--- src/rtl/mem_port_arbiter.sv ---
// mem_port_arbiter: shares the single tiny5 memory port between the
// instruction-fetch requester and the data requester. Only one transaction
// is outstanding at a time. Data wins ties, but fetch is forced through
// after DMEM_MAX_CONSEC consecutive contended data grants. Fetch responses
// invalidated by a pipeline redirect are consumed silently.
module mem_port_arbiter #(
    parameter int DMEM_MAX_CONSEC = 4
) (
    input  logic        clk_i,
    input  logic        reset_i,
    input  logic        imem_req_valid_i,
    input  logic [31:0] imem_req_addr_i,
    output logic        imem_req_ready_o,
    output logic        imem_resp_valid_o,
    output logic [31:0] imem_resp_data_o,
    input  logic        dmem_req_valid_i,
    input  logic [31:0] dmem_req_addr_i,
    input  logic        dmem_req_we_i,
    input  logic [1:0]  dmem_req_size_i,
    input  logic [31:0] dmem_req_wdata_i,
    output logic        dmem_req_ready_o,
    output logic        dmem_resp_valid_o,
    output logic [31:0] dmem_resp_data_o,
    output logic        mem_req_valid_o,
    output logic [31:0] mem_req_addr_o,
    output logic        mem_req_we_o,
    output logic [1:0]  mem_req_size_o,
    output logic [31:0] mem_req_wdata_o,
    input  logic        mem_req_ready_i,
    input  logic        mem_resp_valid_i,
    input  logic [31:0] mem_resp_data_i,
    input  logic        flush_i
);

    localparam int CW = $clog2(DMEM_MAX_CONSEC + 1);

    localparam logic [1:0] S_IDLE   = 2'd0;
    localparam logic [1:0] S_WAIT_I = 2'd1;
    localparam logic [1:0] S_WAIT_D = 2'd2;

    // mem_access_size_t encoding: BYTE = 0, HALF = 1, WORD = 2
    localparam logic [1:0] SIZE_WORD = 2'd2;

    localparam logic [CW-1:0] DCNT_MAX = CW'(DMEM_MAX_CONSEC);

    logic [1:0]    state;
    logic [1:0]    state_nxt;
    logic [CW-1:0] dcnt;
    logic          stale;

    logic          in_idle;
    logic          sel_d;
    logic          sel_i;
    logic          accept;
    logic          resp_in_wait_i;

    // Arbitration, request drive and response routing are all combinational
    // so that neither path adds latency.
    always_comb begin
        in_idle = (state == S_IDLE) && !reset_i;

        // Data wins ties unless fetch has been passed over too many times.
        sel_d = dmem_req_valid_i && (!imem_req_valid_i || (dcnt != DCNT_MAX));
        sel_i = imem_req_valid_i && !sel_d;

        mem_req_valid_o = in_idle && (imem_req_valid_i || dmem_req_valid_i);
        if (sel_d) begin
            mem_req_addr_o  = dmem_req_addr_i;
            mem_req_we_o    = dmem_req_we_i;
            mem_req_size_o  = dmem_req_size_i;
            mem_req_wdata_o = dmem_req_wdata_i;
        end else begin
            mem_req_addr_o  = imem_req_addr_i;
            mem_req_we_o    = 1'b0;
            mem_req_size_o  = SIZE_WORD;
            mem_req_wdata_o = 32'h0;
        end

        accept           = mem_req_valid_o && mem_req_ready_i;
        imem_req_ready_o = accept && sel_i;
        dmem_req_ready_o = accept && sel_d;

        // A fetch response is dropped if it was invalidated earlier (stale)
        // or by a redirect arriving in the very same cycle.
        resp_in_wait_i    = !reset_i && (state == S_WAIT_I) && mem_resp_valid_i;
        imem_resp_valid_o = resp_in_wait_i && !stale && !flush_i;
        dmem_resp_valid_o = !reset_i && (state == S_WAIT_D) && mem_resp_valid_i;

        imem_resp_data_o = mem_resp_data_i;
        dmem_resp_data_o = mem_resp_data_i;
    end

    // Next-state selection: IDLE -> WAIT_x on accept, WAIT_x -> IDLE on response.
    always_comb begin
        state_nxt = state;
        case (state)
            S_IDLE: begin
                if (imem_req_ready_o) begin
                    state_nxt = S_WAIT_I;
                end else if (dmem_req_ready_o) begin
                    state_nxt = S_WAIT_D;
                end
            end
            S_WAIT_I, S_WAIT_D: begin
                if (mem_resp_valid_i) begin
                    state_nxt = S_IDLE;
                end
            end
            default: state_nxt = S_IDLE;
        endcase
    end

    // FSM state register; reset abandons any outstanding transaction.
    always_ff @(posedge clk_i) begin
        if (reset_i) begin
            state <= S_IDLE;
        end else begin
            state <= state_nxt;
        end
    end

    // Count consecutive data grants taken while fetch was waiting.
    always_ff @(posedge clk_i) begin
        if (reset_i) begin
            dcnt <= '0;
        end else if (imem_req_ready_o) begin
            dcnt <= '0;
        end else if (dmem_req_ready_o) begin
            if (!imem_req_valid_i) begin
                dcnt <= '0;
            end else if (dcnt != DCNT_MAX) begin
                dcnt <= dcnt + CW'(1);
            end
        end
    end

    // Remember that the outstanding fetch was invalidated by a redirect.
    always_ff @(posedge clk_i) begin
        if (reset_i) begin
            stale <= 1'b0;
        end else if (state == S_WAIT_I) begin
            if (mem_resp_valid_i) begin
                stale <= 1'b0;
            end else if (flush_i) begin
                stale <= 1'b1;
            end
        end else if (imem_req_ready_o && flush_i) begin
            stale <= 1'b1;
        end
    end

endmodule

--- config.mk ---
export PLATFORM = sky130hd
export DESIGN_NAME = mem_port_arbiter
export DESIGN_NICKNAME = d
export VERILOG_FILES = /design/src/rtl/mem_port_arbiter.sv
export SDC_FILE = /design/constraint.sdc
export NUM_CORES = 1
export LEC_CHECK = 0
export ABC_AREA = 1
export CAP_MARGIN = 20
export CORE_AREA = 8 8 100 102
export CTS_BUF_LIST = sky130_fd_sc_hd__clkbuf_2 sky130_fd_sc_hd__clkbuf_4 sky130_fd_sc_hd__clkbuf_8
export CTS_CLUSTER_SIZE = 8
export DETAILED_ROUTE_END_ITERATION = 10
export DIE_AREA = 0 0 108 110
export DONT_BUFFER_PORTS = 1
export PLACE_DENSITY_LB_ADDON = 0.25
export SLEW_MARGIN = 20
export SYNTH_ARGS = -nofsm -noshare
export SYNTH_HDL_FRONTEND = slang
export SYNTH_SLANG_ARGS = --single-unit
--- constraint.sdc ---
create_clock -name clk_i -period 1.5 [get_ports clk_i]
set_clock_uncertainty 0.2 [all_clocks]
set_input_delay 0.225 -clock clk_i [delete_from_list [all_inputs] [get_ports clk_i]]
set_output_delay 0.225 -clock clk_i [all_outputs]
set_load 0.1 [all_outputs]
Yosys cells after proc, flatten, opt, wreduce, memory -nomap -nowiden
Cells that the tools add are included.
Word-level totals
  flip-flop bits (word level): 6
  bits in latches: 0
  memory bits (writable): 0
  word-level logic and storage cells: 53
  bits in read-only memories: 0
  output and inout port bits: 136
  memories: 0
  input port bits: 138
Operators by class
  reduce and logical (&&, ||, !) cells: 28
  equal/unequal tests: 7
  add/subtract/negate cells: 1
  shift-type cells: 0
  bitwise operators: 0
  muxes and demuxes: 14
  divide/modulo/power cells: 0
  $mul: 0
  magnitude comparators: 0
Operators by type and width (count)
  2-to-1 mux 32 bit: 2
  logical AND 1 bit: 14
  inequality test 3 bit (second input constant): 3
  2-to-1 mux 2 bit: 4
  2-to-1 mux 3 bit: 2
  AND reduction 2 bit: 3
  zero test 1 bit: 5
  2-to-1 mux 1 bit: 5
  case mux 2 bit (2 select lines): 1
  OR reduction 2 bit: 2
  adder 3 x 1 -> 3 bit (second input constant): 1
  equality test 2 x 1 -> 1 bit (second input constant): 1
  equality test 2 bit (second input constant): 1
  zero test 2 bit: 1
  logical OR 1 bit: 2
  inequality test 2 x 1 -> 1 bit (second input constant): 1
  inequality test 2 bit (second input constant): 1
  nonzero test 2 bit: 1

Longest topological paths before layout
Gate-level depths: netlist of the first run.
  word-level depth: 9
  gate-level depth with buffers: 9
  mapped depth without buffers: 9

Worst setup path before layout of the first run
OpenSTA, ideal clock, no wires.
  kind: register to output
  start: register state[1]
  end: output port imem_resp_valid_o
  path buffers: 0
  setup slack: -1568 ps
  arrival: 2643 ps
  data required time: 1075 ps
  cell stages (with the launch flop): 5
  path through: dfxtp_1 -> inv_1 -> ha_1 -> nand2_1 -> nor3_1
Between the ends
  cells in the longest elaborated chain, start to end: 5
RTL lines
  from (decl): RTL line 46  | logic [1:0] state;
  from (signal assigned): RTL line 118  | state <= state_nxt;
  equality test 2 x 1 -> 1 bit: RTL line 85  | resp_in_wait_i = !reset_i && (state == S_WAIT_I) && mem_resp_valid_i;
  logical AND 1 bit (2 in series): RTL line 85
  logical AND 1 bit (2 in series): RTL line 86  | imem_resp_valid_o = resp_in_wait_i && !stale && !flush_i;
  to (decl): RTL line 14  | output logic imem_resp_valid_o,
No other way between the ends.

Worst setup path in the final report of the first run
  start: register dcnt[0]
  end: output port dmem_req_ready_o
Between the ends
  cells in the longest elaborated chain, start to end: 4
RTL lines
  from (decl): RTL line 48  | logic [CW-1:0] dcnt;
  from (signal assigned): RTL line 132  | dcnt <= dcnt + CW'(1);
  inequality test 3 bit: RTL line 63  | sel_d = dmem_req_valid_i && (!imem_req_valid_i || (dcnt != DCNT_MAX));
  logical OR 1 bit: RTL line 63
  logical AND 1 bit: RTL line 63
  logical AND 1 bit: RTL line 81  | dmem_req_ready_o = accept && sel_d;
  to (decl): RTL line 21  | output logic dmem_req_ready_o,
No other way between the ends.

==> flow_summary_export.csv, run 1 <==
group,metric,value,unit
yosys,synth_async_sr_flop_share,0,%
drt,detailedRoute.firstIterationViolations,42,
critical_path,cp_max_fo,6,
timing,fin_crit_sh,132,%
critical_path,worstSetupStartpoint,"dcnt[0]$_SDFFE_PP0P_",
timing,setup-violations-final,78,
critical_path,timing.setup.critical_path_class,"flop to output pin",
global_route,global_route.overflow_total,0,
timing,maxSlewHeadroom,81.8,%
drt,route.detailed.drc,0,
floorplanning,rows,34,
yosys,synth-warning-count,0,
timing,final.setup.worst_slack,-0.486,ns
finish,area.growth.synth_to_final,141,%
drt,wl_per_cell,19.2,um
critical_path,worst-r2r-cell-count,11,
placement,dp.final_hpwl,6000,um
yosys,yosys.cell_count.top_type,"nand2_1",
critical_path,peak_per_stage_delay_on_the_critical_path,0.33,ns
global_route,grt_antenna_before_repair,0,
min_path,hold_path_class,"input pin to flop",
clocking,clk-insertion-delay-late,0.22,ns
global_route,first_global_vias,1989,
drt,detail_route.wirelength,8100,um
critical_path,crit_path_cell_trace,"inv_2 > ha_4 > nand3_4 > nand2_8 > buf_12 > buf_12 > nor2_4 > buf_12",
floorplanning,dieHeight,110,um
global_route,grt_start_max_net_pins,17,
clocking,cts_made_buffers,3,
yosys,dominantRegCellSynth,"dfxtp_1",
finish,proportion_of_layout_cells_with_a_drive_suffix_above_1,79.6,%
yosys,synthesis.area,1610,um2
critical_path,end_kind,"output pin",
min_path,min-delay-start,"reset_i",
floorplanning,area_of_the_die,11900,um2
yosys,seq_area_frac_synth,7.45,%
critical_path,critical_path.reg2reg.startpoint,"dcnt[0]$_SDFFE_PP0P_",
timing,finalWorstPathRequiredPeriod,1.99,ns
placement,gp_routability_congestion,0.730,
placement,placement.setup.worst_slack,-0.325,ns
critical_path,timing.critical_path.required,1.07,ns
critical_path,cell_seen_most_often_among_critical_path_stages,"buf_12",
clocking,ctsRootBufferMaster,"clkbuf_8",
floorplanning,start_util,19.1,%
clocking,worst_setup_hold_path_clk_slew,0.04,ns
yosys,yosysTopAreaCell,"buf_4",
power_and_ir_drop,p_leak,1.66,nW
floorplanning,boundaryPins,274,
yosys,synth_top_area_share,31.7,%
critical_path,critical_path_arrival,1.56,ns
finish,stdcell_count,421,
clocking,clock_tree.htree_level_count,1,
yosys,yosys.cell_types.count,19,
power_and_ir_drop,power.density_cell_area,609,nW/um2
drt,vias_per_cell,4.32,
placement,cell_total_after_placement,394,
floorplanning,core_area,8470,um2
drt,final_antenna_net_count,0,
yosys,syn-num-nets,446,
run,cap_violations,0,
clocking,clock_sinks,6,
clocking,tritoncts,"yes",
drt,drt-pass1-iter-count,4,
power_and_ir_drop,finalPower,2.36,mW
finish,final_nets,458,
global_route,gr-usage-all-layers,12.0,%
timing,worst-slew-pin-transition,0.270,ns
yosys,post_synth.cell_area_avg,5.32,um2
critical_path,slowest_stage,"dfxtp_2",
run_status,violated_checks,"setup timing",
placement,portBuffers,0,
finish,antenna_cells_inserted,0,
critical_path,crit_path_start_kind,"flop",
timing,timing.final.max_slew_violations,0,
timing,hold_viol,0,
drt,vias,1817,
clocking,clock_path_buffers,2,
yosys,netlist_instances,303,
run_status,outcome,"finished, violations left",
yosys,synth_enable_flop_cells,0,
timing,grt_setup_unrepaired,"yes",
min_path,hold_depth,3,
global_route,first_pass_grt_wire_length,11300,um
yosys,ys_top_cells_by_count,"nand2_1 (112), buf_4 (68), inv_1 (46), nor2_1 (39)",
floorplanning,fp.dieW,108,um
timing,max_freq,504,MHz
power_and_ir_drop,worst_ir_drop_vdd,0.000386,V
yosys,synth_seq_cells,6,
yosys,netlist_top_cells_area,"buf_4 (32%), nand2_1 (26%), inv_1 (11%)",
-- layer usage --
layer / vias to the layer above / global-route usage (%) / routed length, um
li1: 834 / - / -
met1: 822 / 12.7 / 2940
met2: 159 / 21.0 / 4000
met3: 2 / 6.63 / 1150
met4: 0 / 1.09 / 9
met5: - / 0 / 0
-- final timing paths --
check	endpoint	slack, ns
worst min register to register	stale$_SDFFE_PP0P_	0.33
worst max register to register	dcnt[0]$_SDFFE_PP0P_	-0.34
worst max-delay path	dmem_req_ready_o	-0.49
worst min-delay path	stale$_SDFFE_PP0P_	0.01
-- power breakdown --
| part | internal [mW] | switching, mW | leakage [nW] | total (mW) |
|---|---|---|---|---|
| combinational | 0.589 | 1.37 | 1.58 | 1.96 |
| clock | 0.172 | 0.0688 | 0.0216 | 0.241 |
| sequential | 0.164 | 0.00212 | 0.0505 | 0.167 |
| total | 0.926 | 1.44 | 1.66 | 2.36 |
-- cell type report --
| cell class | count | area, um2 |
|---|---|---|
| multi-input combinational | 177 | 1940 |
| clock buffer | 3 | 41.3 |
| timing repair buffer | 81 | 1460 |
| sequential | 6 | 125 |
| fill | 781 | 4580 |
| inverter | 46 | 175 |
| tap | 108 | 135 |
-- sequential cells by signal (all words and copies together), names as in the netlist --
| register | count |
|---|---|
| state | 2 |
| stale | 1 |
| dcnt | 3 |
-- cell usage in the layout, fill, tap and decap left out, types with 2 or more instances in the layout --
master	n
dfxtp_1	2
nand3_4	2
clkbuf_16	6
ha_4	4
buf_6	5
clkbuf_8	3
dfxtp_2	4
inv_2	6
a21oi_2	5
nor2_1	3
nand2_1	12
nand2_2	53
nor2_4	39
o21ai_0	3
inv_1	39
nand2_4	14
buf_4	15
buf_16	7
nand2_8	35
buf_12	47
-- through the flow --
stage	hold slack, ns	utilization, %	TNS, ns	area [um2]
floorplan	0.0867	-	-22.50	2520
global placement	0.0896	36.0	-14.72	3050
detailed placement	0.0917	36.0	-17.25	3050
CTS	0.000255	43.0	-32.46	3640
global route	0.00925	45.8	-37.65	3880
finish	0.0101	45.8	-32.14	3880
-- critical path: cells and delay by family, from the launching register on --
family	cells	cell delay, ns
adders and majority gates	1	0.15
buffers and inverters	4	0.54
and+or+nand+nor	3	0.31
DFF	1	0.33
-- timing repair --
action / 4_1_cts / 5_1_grt
gates cloned: 7 / 6
resized for setup: 87 / 21
pin swaps: 48 / 40
setup buffers: 8 / 5
endpoints found under the setup margin: 77 / 78
hold endpoints to repair: 2 / 0
hold buffers: 1 / 0
-- logic make-up after synthesis --
family,Yosys count,share of synthesized area (%)
buffers and inverters,120,44.2
DFF,6,7.45
and+or+nand+nor,162,41.1
adders and majority gates,5,3.88
xor gates and xnor gates,1,0.543
AOI/OAI and AO/OA,9,2.79
(Power assumes the default switching activity.)
==> run 2, diff against run 1 <==
--- a/config.mk
+++ b/config.mk
@@ -8,11 +8,12 @@
 export ABC_AREA = 1
 export CAP_MARGIN = 20
 export CORE_AREA = 8 8 100 102
-export CTS_BUF_LIST = sky130_fd_sc_hd__clkbuf_2 sky130_fd_sc_hd__clkbuf_4 sky130_fd_sc_hd__clkbuf_8
+export CTS_BUF_LIST = sky130_fd_sc_hd__clkbuf_4 sky130_fd_sc_hd__clkbuf_8
 export CTS_CLUSTER_SIZE = 8
 export DETAILED_ROUTE_END_ITERATION = 10
 export DIE_AREA = 0 0 108 110
 export DONT_BUFFER_PORTS = 1
+export GPL_TIMING_DRIVEN = 0
 export PLACE_DENSITY_LB_ADDON = 0.25
 export SLEW_MARGIN = 20
 export SYNTH_ARGS = -nofsm -noshare
==> flow_summary_export.csv, run 2 (same netlist as run 1, synthesis figures left out) <==
group,metric,value,unit
critical_path,end_kind,"output pin",
drt,vias,1808,
global_route,grt_antenna_before_repair,0,
drt,drt-pass1-iter-count,3,
timing,max_freq,466,MHz
drt,final_antenna_net_count,0,
clocking,clk-insertion-delay-late,0.22,ns
finish,final_core_utilization,37.6,%
global_route,grt_start_max_net_pins,11,
finish,fillers,868,
finish,largestRegisters,"dcnt: 3 flops, state: 2 flops, stale: 1 flops",
placement,dp.final_hpwl,6940,um
placement,portBuffers,0,
finish,area.growth.synth_to_final,97.6,%
timing,fin_crit_sh,143,%
finish,commonest_non_fill_non_tap_cell_in_the_layout,"buf_4",
clocking,clock_tree.htree_level_count,1,
timing,grt_setup_unrepaired,"yes",
global_route,globalRouteMet1Util,10.5,%
timing,worst-slew-pin-transition,0.997,ns
global_route,gr-usage-all-layers,11.2,%
finish,layout.area.seq,130,um2
global_route,global_route.usage.met2,22.8,%
finish,largest_register_ffs,3,
power_and_ir_drop,worst_ir_drop_vdd,0.000515,V
drt,vias_per_cell,4.18,
min_path,hold_path_class,"input pin to flop",
floorplanning,fp.dieW,108,um
critical_path,timing.critical_path.required,1.07,ns
timing,maxSlewHeadroom,33.3,%
finish,most-common-layout-cells,"buf_4 (77), nand2_2 (40), inv_1 (39), nor2_4 (39), nand2_8 (32)",
clocking,cts_made_buffers,3,
timing,hold_slack,0.0180,ns
finish,area_of_combinational_cells_with_multiple_inputs,1850,um2
finish,final_nets,470,
run,cap_violations,0,
timing,setup-violations-final,78,
run_status,violated_checks,"setup timing",
run_status,outcome,"finished, violations left",
placement,placement.setup.worst_slack,-0.520,ns
critical_path,timing.setup.critical_path_class,"flop to output pin",
floorplanning,area_of_the_die,11900,um2
global_route,first_pass_grt_wire_length,10900,um
clocking,ctsRootBufferMaster,"clkbuf_8",
finish,top_register,"dcnt",
clocking,tritoncts,"yes",
clocking,worst_setup_hold_path_clk_slew,0.03,ns
critical_path,cp_max_fo,6,
placement,gp_routability_congestion,0.727,
drt,detail_route.wirelength,7750,um
floorplanning,rows,34,
floorplanning,boundaryPins,274,
clocking,clock_sinks,6,
drt,detailedRoute.firstIterationViolations,67,
finish,post-route-cell-area,3190,um2
power_and_ir_drop,finalPower,2.81,mW
global_route,grt_busiest_layer,"met2",
floorplanning,core_area,8470,um2
placement,placement.cell_area,2660,um2
timing,hold_viol,0,
finish,antenna_cells_inserted,0,
critical_path,critical_path_arrival,1.72,ns
power_and_ir_drop,p_leak,1.47,nW
drt,wl_per_cell,17.9,um
finish,proportion_of_layout_cells_with_a_drive_suffix_above_1,74.8,%
timing,finalWorstPathRequiredPeriod,2.14,ns
power_and_ir_drop,power.density_cell_area,881,nW/um2
global_route,global_route.overflow_total,0,
critical_path,crit_path_start_kind,"flop",
drt,route.detailed.drc,0,
floorplanning,start_util,19.1,%
clocking,clock_path_buffers,2,
global_route,grt.met3_usage,4.30,%
timing,final.setup.worst_slack,-0.644,ns
floorplanning,dieHeight,110,um
global_route,first_global_vias,1989,
timing,timing.final.max_slew_violations,0,
==> run 2: path summary, 6_finish.rpt <==
path	slack, ns	start	end	depth (start not counted)
max reg2reg	-0.55	dcnt[1]$_SDFFE_PP0P_	dcnt[0]$_SDFFE_PP0P_	10
min reg2reg	0.32	dcnt[2]$_SDFFE_PP0P_	dcnt[2]$_SDFFE_PP0P_	2
max	-0.64	dcnt[0]$_SDFFE_PP0P_	mem_req_wdata_o[2]	7
min	0.02	imem_req_valid_i	dcnt[1]$_SDFFE_PP0P_	4
==> run 2: cell type report <==
| class | count | area share [%] |
|---|---|---|
| multi-input combinational | 177 | 58.1 |
| buffer | 74 | 20.1 |
| timing repair buffer | 19 | 6.44 |
| inverter | 46 | 5.69 |
| tap | 108 | 4.24 |
| sequential | 6 | 4.08 |
| clock buffer | 3 | 1.30 |
==> run 2: critical path: stages, from the launching register on <==
cell and delay, ns:
dfxtp_2 0.33, inv_2 0.04, ha_4 0.15, nand3_2 0.08, nand2_4 0.08, buf_12 0.16
buf_16 0.14, nor2_4 0.52
==> run 2: power by group <==
part / leakage [nW] / switching [mW] / total, mW / internal, mW
clock network: 0.0216 / 0.0596 / 0.231 / 0.171
registers: 0.0511 / 0.00350 / 0.166 / 0.162
logic: 1.39 / 1.99 / 2.41 / 0.421
total: 1.47 / 2.05 / 2.81 / 0.755
==> run 2: timing repair <==
| action | 4_1_cts | 5_1_grt |
|---|---|---|
| gates cloned | 2 | 0 |
| pin swaps | 43 | 13 |
| hold buffers | 1 | 0 |
| setup endpoints to repair | 78 | 78 |
| gates resized for setup | 83 | 9 |
| setup buffers | 15 | 2 |
| endpoints found under the hold margin | 2 | 0 |
==> run 2: layer usage <==
metal / up-vias / part of all wire (%)
li1: 854 / -
met1: 820 / 30
met2: 130 / 57
met3: 4 / 13
met4: 0 / 0.57
met5: - / 0
==> run 2: stage by stage <==
stage,TNS [ns],std cells
after floorplan,-22.50,303
after global placement,-34.35,411
after detailed placement,-35.04,411
after CTS,-47.71,432
after global routing,-51.03,433
final,-45.77,433
